`src/rtl/encoder_ram_arbiter_pkg.sv`:
```
// Shared definitions for the encoder RAM arbiter: requester slot indices and
// the default number of requesters sharing the dictionary/code RAM.
package encoder_pkg;

   localparam int REQ_HOST    = 0;
   localparam int REQ_ENCODER = 1;
   localparam int REQ_GROUPER = 2;

   localparam int ENC_NUM_REQ = 3;

endpackage

```
`src/rtl/encoder_ram_arbiter_rr_priority_picker.sv`:
```
// Combinational round-robin picker: first asserted request at or after ptr,
// wrapping at NUM_REQ. Returns a one-hot grant, its index and an any flag.
module rr_priority_picker #(
   parameter int NUM_REQ = 3,
   parameter int IDX_W   = 2
) (
   input  logic [NUM_REQ-1:0] req,
   input  logic [IDX_W-1:0]   ptr,
   output logic [NUM_REQ-1:0] gnt,
   output logic [IDX_W-1:0]   idx,
   output logic               any
);

   int               j;
   logic [IDX_W-1:0] jj;

   always_comb begin
      gnt = '0;
      idx = '0;
      any = 1'b0;
      j   = 0;
      jj  = '0;
      for (int k = 0; k < NUM_REQ; k++) begin
         j = int'(ptr) + k;
         if (j >= NUM_REQ) begin
            j = j - NUM_REQ;
         end
         jj = IDX_W'(j);
         if (!any && req[jj]) begin
            gnt[jj] = 1'b1;
            idx     = jj;
            any     = 1'b1;
         end
      end
   end

endmodule

```
`src/rtl/encoder_ram_arbiter.sv`:
```
// Round-robin arbiter sharing one single-port synchronous RAM between NUM_REQ
// requesters, with lock ownership for read-modify-write and tagged read returns.
module encoder_ram_arbiter
   import encoder_pkg::*;
#(
   parameter int NUM_REQ    = ENC_NUM_REQ,
   parameter int ADDR_WIDTH = 4,
   parameter int DATA_WIDTH = 8
) (
   input  logic                            clk,
   input  logic                            rst,
   input  logic [NUM_REQ-1:0]              req,
   input  logic [NUM_REQ-1:0]              we,
   input  logic [NUM_REQ-1:0]              lock,
   input  logic [NUM_REQ*ADDR_WIDTH-1:0]   addr,
   input  logic [NUM_REQ*DATA_WIDTH-1:0]   wdata,
   output logic [NUM_REQ-1:0]              gnt,
   output logic [NUM_REQ-1:0]              rvalid,
   output logic [DATA_WIDTH-1:0]           rdata,
   output logic                            mem_en,
   output logic                            mem_we,
   output logic [ADDR_WIDTH-1:0]           mem_addr,
   output logic [DATA_WIDTH-1:0]           mem_wdata,
   input  logic [DATA_WIDTH-1:0]           mem_rdata
);

   localparam int IDX_W = (NUM_REQ > 1) ? $clog2(NUM_REQ) : 1;

   logic [IDX_W-1:0]   ptr_q, ptr_d;
   logic [IDX_W-1:0]   owner_q, owner_d;
   logic               owner_vld_q, owner_vld_d;
   logic [NUM_REQ-1:0] rvalid_q, rvalid_d;

   logic [NUM_REQ-1:0] pick_gnt;
   logic [IDX_W-1:0]   pick_idx;
   logic               pick_any;
   logic [NUM_REQ-1:0] gnt_c;

   function automatic logic [IDX_W-1:0] next_idx(input logic [IDX_W-1:0] i);
      if (int'(i) == NUM_REQ - 1) begin
         return '0;
      end
      return i + IDX_W'(1);
   endfunction

   rr_priority_picker #(
      .NUM_REQ (NUM_REQ),
      .IDX_W   (IDX_W)
   ) u_picker (
      .req (req),
      .ptr (ptr_q),
      .gnt (pick_gnt),
      .idx (pick_idx),
      .any (pick_any)
   );

   // While a lock is held only the owner competes; ptr stays frozen until release.
   always_comb begin
      gnt_c       = '0;
      ptr_d       = ptr_q;
      owner_d     = owner_q;
      owner_vld_d = owner_vld_q;
      if (!rst) begin
         if (owner_vld_q) begin
            if (req[owner_q]) begin
               gnt_c[owner_q] = 1'b1;
            end
            if (!lock[owner_q]) begin
               owner_vld_d = 1'b0;
               ptr_d       = next_idx(owner_q);
            end
         end else if (pick_any) begin
            gnt_c = pick_gnt;
            ptr_d = next_idx(pick_idx);
            if (lock[pick_idx]) begin
               owner_vld_d = 1'b1;
               owner_d     = pick_idx;
            end
         end
      end
   end

   always_comb begin
      mem_en    = |gnt_c;
      mem_we    = 1'b0;
      mem_addr  = '0;
      mem_wdata = '0;
      for (int i = 0; i < NUM_REQ; i++) begin
         if (gnt_c[i]) begin
            mem_we    = we[i];
            mem_addr  = addr[i*ADDR_WIDTH +: ADDR_WIDTH];
            mem_wdata = wdata[i*DATA_WIDTH +: DATA_WIDTH];
         end
      end
      rvalid_d = gnt_c & ~we;
   end

   always_ff @(posedge clk or posedge rst) begin
      if (rst) begin
         ptr_q       <= '0;
         owner_q     <= '0;
         owner_vld_q <= 1'b0;
         rvalid_q    <= '0;
      end else begin
         ptr_q       <= ptr_d;
         owner_q     <= owner_d;
         owner_vld_q <= owner_vld_d;
         rvalid_q    <= rvalid_d;
      end
   end

   assign gnt    = gnt_c;
   assign rvalid = rvalid_q;
   assign rdata  = mem_rdata;

endmodule

```
`config.mk`:
```
export PLATFORM = sky130hd
export DESIGN_NAME = encoder_ram_arbiter
export DESIGN_NICKNAME = d
export VERILOG_FILES = /design/src/rtl/encoder_ram_arbiter_pkg.sv /design/src/rtl/encoder_ram_arbiter_rr_priority_picker.sv /design/src/rtl/encoder_ram_arbiter.sv
export SDC_FILE = /design/constraint.sdc
export NUM_CORES = 1
export LEC_CHECK = 0
export ABC_CLOCK_PERIOD_IN_PS = 2600
export BUFFER_PORTS_ARGS = -buffer_cell sky130_fd_sc_hd__buf_2
export CAP_MARGIN = 20
export CELL_PAD_IN_SITES_DETAIL_PLACEMENT = 0
export CELL_PAD_IN_SITES_GLOBAL_PLACEMENT = 1
export CORE_MARGIN = 2
export CORE_UTILIZATION = 28
export CTS_CLUSTER_SIZE = 25
export DETAILED_ROUTE_END_ITERATION = 16
export PLACE_DENSITY = 0.83
export SYNTH_ARGS = -nofsm -noshare
export SYNTH_HDL_FRONTEND = slang
export SYNTH_SLANG_ARGS = --single-unit
```
`constraint.sdc`:
```
create_clock -name clk -period 2.6 [get_ports clk]
set_input_delay 0.13 -clock clk [delete_from_list [all_inputs] [get_ports clk]]
set_output_delay 0.13 -clock clk [all_outputs]
set_load 0.05 [all_outputs]
```
==> results of run 1 <==
-- cells in the final DEF (no fill, tap or decap), drive strengths merged, types with 2 or more instances in the layout --
master,count
nand2b,3
a31oi,2
and3b,2
buf,116
clkbuf,3
o21a,2
inv,12
a22oi,2
a221o,13
ha,4
dfrtp,8
and3,2
mux2i,5
a22o,2
nor4,2
a21oi,5
nor3,3
nand3,3
nor2,12
and2,13
o21ai,6
o21bai,2
nand2,9
-- stage by stage --
stage | hold WS, ns | instances | utilization (%)
detailed placement | 0.1591 | 269 | 41.13
global placement | 0.1516 | 269 | 41.13
floorplan | -0.05434 | 148 | -
CTS | 0.06597 | 293 | 51.06
global route | 0.07415 | 300 | 55.84
finish | 0.06742 | 300 | 55.84
-- flip-flops by register name, indices dropped and copies added (netlist names) --
register     flops
owner_q          2
owner_vld_q      1
ptr_q            2
rvalid           3
-- power by group through the flow --
| stage | logic, mW | clock network [mW] | registers [mW] |
|---|---|---|---|
| 3_3_place_gp | 1.96 | 0 | 0.227 |
| 4_1_cts | 2.53 | 0.150 | 0.228 |
| 6_report | 2.85 | 0.146 | 0.231 |
| 3_5_place_dp | 1.97 | 0 | 0.228 |
| 5_1_grt | 3.01 | 0.157 | 0.241 |
| 2_1_floorplan | 1.52 | 0 | 0.235 |
-- metal layers --
layer  GRT usage (%)  vias up
met5               0        -
met4           5.447        0
met1           20.44      718
met2           35.58       27
met3           1.453        8
li1                -      749
-- area by class of cell --
class / count / area (um2) / area share, %
tap: 50 / 62.56 / 2.761
inverter: 12 / 45.04 / 1.988
clock buffer: 3 / 41.29 / 1.822
sequential: 8 / 200.2 / 8.835
timing repair buffer: 117 / 918.4 / 40.53
multi-input combinational: 110 / 998.5 / 44.06
-- worst min path at each step --
| stage | startpoint | endpoint | slack (ns) | depth (start not counted) |
|---|---|---|---|---|
| finish | we[0] | rvalid[0]$_DFF_PP0_ | 0.07 | 2 |
| global route | we[0] | rvalid[0]$_DFF_PP0_ | 0.07 | 2 |
| CTS | we[0] | rvalid[0]$_DFF_PP0_ | 0.07 | 2 |
| floorplan | rst | owner_q[0]$_DFFE_PP0P_ | -0.05 | 1 |
| detailed placement | rst | ptr_q[1]$_DFFE_PP0P_ | 0.16 | 2 |
| global placement | rst | rvalid[0]$_DFF_PP0_ | 0.15 | 2 |
-- cells by family (layout without fill, tap and decap cells) --
| kind of cell | count (synthesis) | after routing |
|---|---|---|
| and+or+nand+nor | 55 | 55 |
| AOI/OAI and AO/OA | 46 | 46 |
| buffers and inverters | 30 | 132 |
| DFF | 8 | 8 |
| muxes | 5 | 5 |
| adders and majority gates | 4 | 4 |
-- what timing repair did --
action | in CTS | in global routing
endpoints found under the hold margin | 8 | 0
pin swaps | 9 | 10
hold buffers | 1 | 0
setup endpoints to repair | 15 | 22
buffers inserted | 20 | 8
resized for setup | 50 | 38
==> results.md, run 1 <==
* # IOs at 83
* Critical path required time at around 2.5 ns
* Layout cells sized above 1 at between 60 and 70%
* DPL Wire Length at 3094 um
* Insertion delay to the later sink of the worst-skew pair at 0.22 ns
* Ratio of final minimum period to clock period at 114.2%
* Slew HR at approximately 71%
* Sequential element share of the synthesized area at between 10% and 20%
* DR iter-0 viols at between 40 and 50
* Global route total overflow at 0
* Gate power share at roughly nine tenths
* Max incr delay on CP at about 0.39 ns
* GP Congestion at 0.8022
* Mux contribution to synthesized area at 4.503%
* Max Slew Vio Count at 0
* CP endpoint: mem_addr[1]
* Global-route wire length before repair at between 7000 and 8000 um
* Number of synthesized flops with an enable pin at 0
* Site row count at 23
* Main combinational cell family by area after synthesis: compound AO/OA/AOI/OAI gates
* Synth warnings at 0
* Worst-Margin Slew at about 0.44 ns
* Syn_nets at 207
* Clock-pin slew on the worst setup and hold paths at approximately 0.04 ns
* Root Driver: clkbuf_8
* R2R depth at 15
* DR top layer: met4
* Fillcell total at about 340
* Die area at slightly below 5000 um2
* Clock Sinks at 8
* Port buffer count at 66
* Clk buf depth at 2
* Kind of cell adding the most delay to the critical path: compound AO/OA/AOI/OAI gates
* Critical path buffer and inverter count at 5
* Unrepaired setup endpoints after global routing: true
* Core area at between 4000 and 5000 um2
* Max-cap violations at 0
* Critical Path Most Common Cell: buf_6
* Worst R2R End: owner_q[0]$_DFFE_PP0P_
* Global-route usage over all layers at a little under a fifth
* Total negative slack at -5.147 ns
* Count of different cell masters after synthesis at 48
* Dpl ws at -0.2871 ns
* Mapped Cells at 148
* Synth-to-layout area growth at 89.63%
* DRT Wirelength at between 4000 and 5000 um
* Compound-cell area share of the yosys netlist at around a third
* Die height at 69.33 um
* Vias/cell at approximately 5
* Die Wd at 69.33 um
* Worst-path cell chain: inv_2, buf_6, ha_4, buf_6, a22o_1, a211oi_2, o21bai_2, and2_4, a32oi_4, a21oi_4, buf_6, a221o_2, buf_8
* DR WL/cell at 15.16 um
* Clock share of power at between 4 and 5%
* DP Area at 1669 um2
* Critical path startpoint category: flip-flop
* Synthesized area at 1195 um2
* Via count at 1502
* Most common cell in the netlist: a221o_1
* Worst Hold Class: input pin to flip-flop
* #FFs+latches synth at 8
* Initial Utilization at 29.45%
* Worst ir drop on vdd at 0.0009101 V
* WP depth at 13
* Asr flop ratio synth at between 90% and 100%
* CP max stage cell: dfrtp_1
* Fmax at between 300 and 400 MHz
* DR pass1 iterations at 4
* Crit-path max FO at 6
* Pwr Total at between 3 and 4 mW
* Final worst setup slack at -0.3691 ns
* CP Capture Type: output pin
* Minimum clock period after layout at 2.969 ns
* LEAKAGE at roughly 1.1 nW
* Synth top area share at ~17%
* Routed wl met2 at 2567 um
* # diodes at 0
* Setup CP Type: flip-flop to output pin
* Clk_skew at about 0.0027 ns
* CTS buffer count at 3
* Final antenna-violating net count at 0
* Metal-1 WL at 1785 um
* Initial antenna violation count at 0
* Area contributors post-synth: dfrtp_1, a221o_1, and2_1
* Worst Path Arrival at 2.84 ns
* Violated checks: setup timing
* Post-route DRC violation count at 0
* Switching pwr at around 1.6 mW
* Status: finished with violations
* Dominant cell type by area after synthesis: dfrtp_1
* Post-Layout Inst Area at roughly 2300 um2
* Final Hold Viols at 0
* Vias in the first global route at 1567
* CTS tree: done
* Syn avg cell area at about 8.1 um2
* Synth Area in Simple Gates at about a quarter
* Final setup fails at 20
* NumNets Final at around 310
* H-tree Lvls at 1
* Sequential share of power at 7.2%
* Main synth FF type: dfrtp_1
* Largest net degree at the start of global routing at 13
* Power per cell area at approximately 1400 nW/um2
* Reg2reg setup slack at -0.17 ns
* Crit. Startpoint: ptr_q[1]$_DFFE_PP0P_
* Xor-xnor portion of the synthesized cell area at 0%
* Wire length on met3 at 120 um
* Net Sw Frac at about 49%
* Int Pwr at roughly 1.7 mW
* Adder-Cell Fraction of Synth Area at approximately 4.2%
* RR Startpoint: ptr_q[1]$_DFFE_PP0P_
* Top cells by count, synth: a221o_1, and2_1, nor2_1, inv_1
Power figures use the tool's default switching activity.
==> run 2: changes to the inputs <==
CELL_PAD_IN_SITES_DETAIL_PLACEMENT = 1   (was 0)
==> results.md, run 2 (synthesized netlist as in run 1, its figures left out) <==
* # IOs at 83 (unchanged)
* Fmax at 323.9 MHz (was 336.8 MHz)
* DR pass1 iterations at 4 (unchanged)
* Max FFs per register at 3 (unchanged)
* Power per cell area at 1547 nW/um2 (was 1423 nW/um2)
* Reg2reg setup slack at -0.16 ns (was -0.17 ns)
* Worst Path Arrival at 2.96 ns (was 2.84 ns)
* NumNets Final at 306 (was 311)
* Unrepaired setup endpoints after global routing: true (unchanged)
* DRT Wirelength at 7077 um (was 4548 um)
* Metal-1 WL at 2585 um (was 1785 um)
* Int Pwr at 1.721 mW (was 1.659 mW)
* Initial antenna violation count at 0 (unchanged)
* Most common cell after layout, fill and taps aside: buf_2 (unchanged)
* Die height at 69.33 um (unchanged)
* Routed wl met2 at 3887 um (was 2567 um)
* Clock-pin slew on the worst setup and hold paths at 0.04 ns (about the same)
* CTS buffer count at 3 (unchanged)
* Status: finished with violations (unchanged)
* Final worst setup slack at -0.4873 ns (was -0.3691 ns)
* Clock Sinks at 8 (unchanged)
* Clk buf depth at 2 (unchanged)
* Critical path startpoint category: flip-flop (unchanged)
* LEAKAGE at 1.094 nW (was 1.110 nW)
* DR iter-0 viols at 140 (was 44)
* Net Sw Frac at 51.24% (was 48.53%)
* Worst Hold Class: input pin to flip-flop (unchanged)
* R2R depth at 13 (was 15)
* Post-route DRC violation count at 0 (unchanged)
* Setup CP Type: flip-flop to output pin (unchanged)
* Core area at 4058 um2 (unchanged)
* Root Driver: clkbuf_8 (unchanged)
* Slew HR at 65.50% (was 70.77%)
* Die Wd at 69.33 um (unchanged)
* Largest net degree at the start of global routing at 13 (unchanged)
* Global-route wire length before repair at 10010 um (was 7376 um)
* Vias in the first global route at 1825 (was 1567)
* Gate power share at 88.3% (about the same)
* Ratio of final minimum period to clock period at 118.7% (was 114.2%)
* Worst ir drop on vdd at 0.0008468 V (was 0.0009101 V)
* Worst-Margin Slew at 0.5175 ns (was 0.4384 ns)
* Clk_skew at 0.004413 ns (was 0.002705 ns)
* Util after Layout at 56.21% (was 55.84%)
* Insertion delay to the later sink of the worst-skew pair at 0.23 ns (was 0.22 ns)
* Site row count at 23 (unchanged)
* DPL Wire Length at 3727 um (was 3094 um)
* Layout cells sized above 1 at 68.98% (was 64.80%)
* Commonest cells after routing, fill and taps aside: buf_2, buf_4, buf_6, buf_8 (was buf_2, buf_4, buf_6, and2_1)
* Crit-path max FO at 12 (was 6)
* DR top layer: met4 (unchanged)
* Switching pwr at 1.808 mW (was 1.565 mW)
* Final antenna-violating net count at 0 (unchanged)
* Max-cap violations at 0 (unchanged)
* Via count at 1665 (was 1502)
* Vias/cell at 5.644 (was 5.007)
* Critical path required time at 2.47 ns (about the same)
* RR Startpoint: ptr_q[1]$_DFFE_PP0P_ (unchanged)
* Worst R2R End: owner_q[1]$_DFFE_PP0P_ (was owner_q[0]$_DFFE_PP0P_)
* DR WL/cell at 23.99 um (was 15.16 um)
* Final Hold Viols at 0 (unchanged)
* Final setup fails at 21 (was 20)
* Violated checks: setup timing (unchanged)
* Hold Startpoint: we[0] (unchanged)
* Worst hold slack at 0.08569 ns (was 0.06742 ns)
* # diodes at 0 (unchanged)
* Initial Utilization at 29.45% (unchanged)
* CTS tree: done (unchanged)
* GP Congestion at 0.8022 (unchanged)
* Global route total overflow at 0 (unchanged)
* H-tree Lvls at 1 (unchanged)
* Min-Delay Endpoint: rvalid[0]$_DFF_PP0_ (unchanged)
* Global-route usage over all layers at 26.36% (was 18.14%)
* Clock share of power at 4.3% (was 4.5%)
* Hold depth at 2 (unchanged)
* Max Slew Vio Count at 0 (unchanged)
* Port buffer count at 66 (unchanged)
* Sequential share of power at 7.4% (was 7.2%)
* Die area at 4806 um2 (unchanged)
* Minimum clock period after layout at 3.087 ns (was 2.969 ns)
* Wire length on met3 at 256 um (was 120 um)
* CP Capture Type: output pin (unchanged)
* Synth-to-layout area growth at 90.89% (was 89.63%)
run 2: cell count changes in the layout (fill, tap and decap cells not counted), moves of 2 or more:
| cell | previous run | this run |
|---|---|---|
| and2_1 | 11 | 3 |
| and2_4 | 2 | 10 |
| buf_6 | 24 | 13 |
| buf_8 | 8 | 11 |
| dfrtp_1 | 8 | 6 |
| dfrtp_2 | 0 | 2 |
| inv_2 | 6 | 3 |
| inv_4 | 0 | 2 |
run 2: timing repair:
| item | CTS | global route |
|---|---|---|
| hold buffers | 1 | 0 |
| setup endpoints to repair | 16 | 22 |
| pin swaps | 20 | 3 |
| resized for setup | 79 | 18 |
| hold endpoints to repair | 8 | 0 |
| buffers inserted | 15 | 6 |
| gates cloned | 0 | 1 |
run 2: final cells by class:
class                      count  area, um2
tap                           50      62.56
inverter                      12      50.05
sequential                     8      202.7
clock buffer                   3      41.29
multi-input combinational    111       1060
timing repair buffer         111      864.6
fill                         474       1777
run 2: through the flow:
step	setup slack, ns	cell area (um2)	TNS, ns	cells	power [mW]
global placement	-0.1647	1669	-2.017	269	2.185
detailed placement	-0.3040	1669	-3.693	269	2.246
floorplan	-0.03270	1265	-0.2489	148	1.752
CTS	-0.2783	2153	-3.562	288	3.145
finish	-0.4873	2281	-7.304	295	3.529
global route	-0.5538	2281	-9.193	295	3.668
run 2: worst max-delay path by stage:
| stage | startpoint | endpoint | cells past startpoint |
|---|---|---|---|
| after global routing | ptr_q[1]$_DFFE_PP0P_ | mem_addr[1] | 13 |
| after detailed placement | ptr_q[1]$_DFFE_PP0P_ | mem_wdata[4] | 10 |
| after CTS | ptr_q[1]$_DFFE_PP0P_ | mem_wdata[7] | 11 |
| after floorplan | ptr_q[0]$_DFFE_PP0P_ | mem_we | 10 |
| final | ptr_q[0]$_DFFE_PP0P_ | mem_addr[1] | 12 |
| after global placement | ptr_q[0]$_DFFE_PP0P_ | mem_wdata[6] | 11 |
run 2: critical path, cell delays in order (launching register included):
cell and delay (ns):
dfrtp_2 0.46, ha_4 0.22, buf_4 0.14, buf_4 0.14
a22o_1 0.24, a211oi_4 0.25, o21bai_4 0.11, and2_4 0.16
a32oi_4 0.24, a21oi_4 0.07, buf_12 0.15, a221o_2 0.37
buf_8 0.16
run 2: routing by layer:
metal,GRT usage [%],up-vias
met1,27.41,831
met3,2.471,27
met5,0,-
li1,-,739
met2,50.11,68
met4,16.34,0
run 2: power by group through the flow:
| stage | clock network (mW) | logic, mW | registers (mW) |
|---|---|---|---|
| 2_1_floorplan | 0 | 1.52 | 0.235 |
| 3_3_place_gp | 0 | 1.96 | 0.227 |
| 3_5_place_dp | 0 | 2.02 | 0.231 |
| 4_1_cts | 0.155 | 2.75 | 0.239 |
| 5_1_grt | 0.161 | 3.24 | 0.263 |
| 6_report | 0.152 | 3.12 | 0.260 |
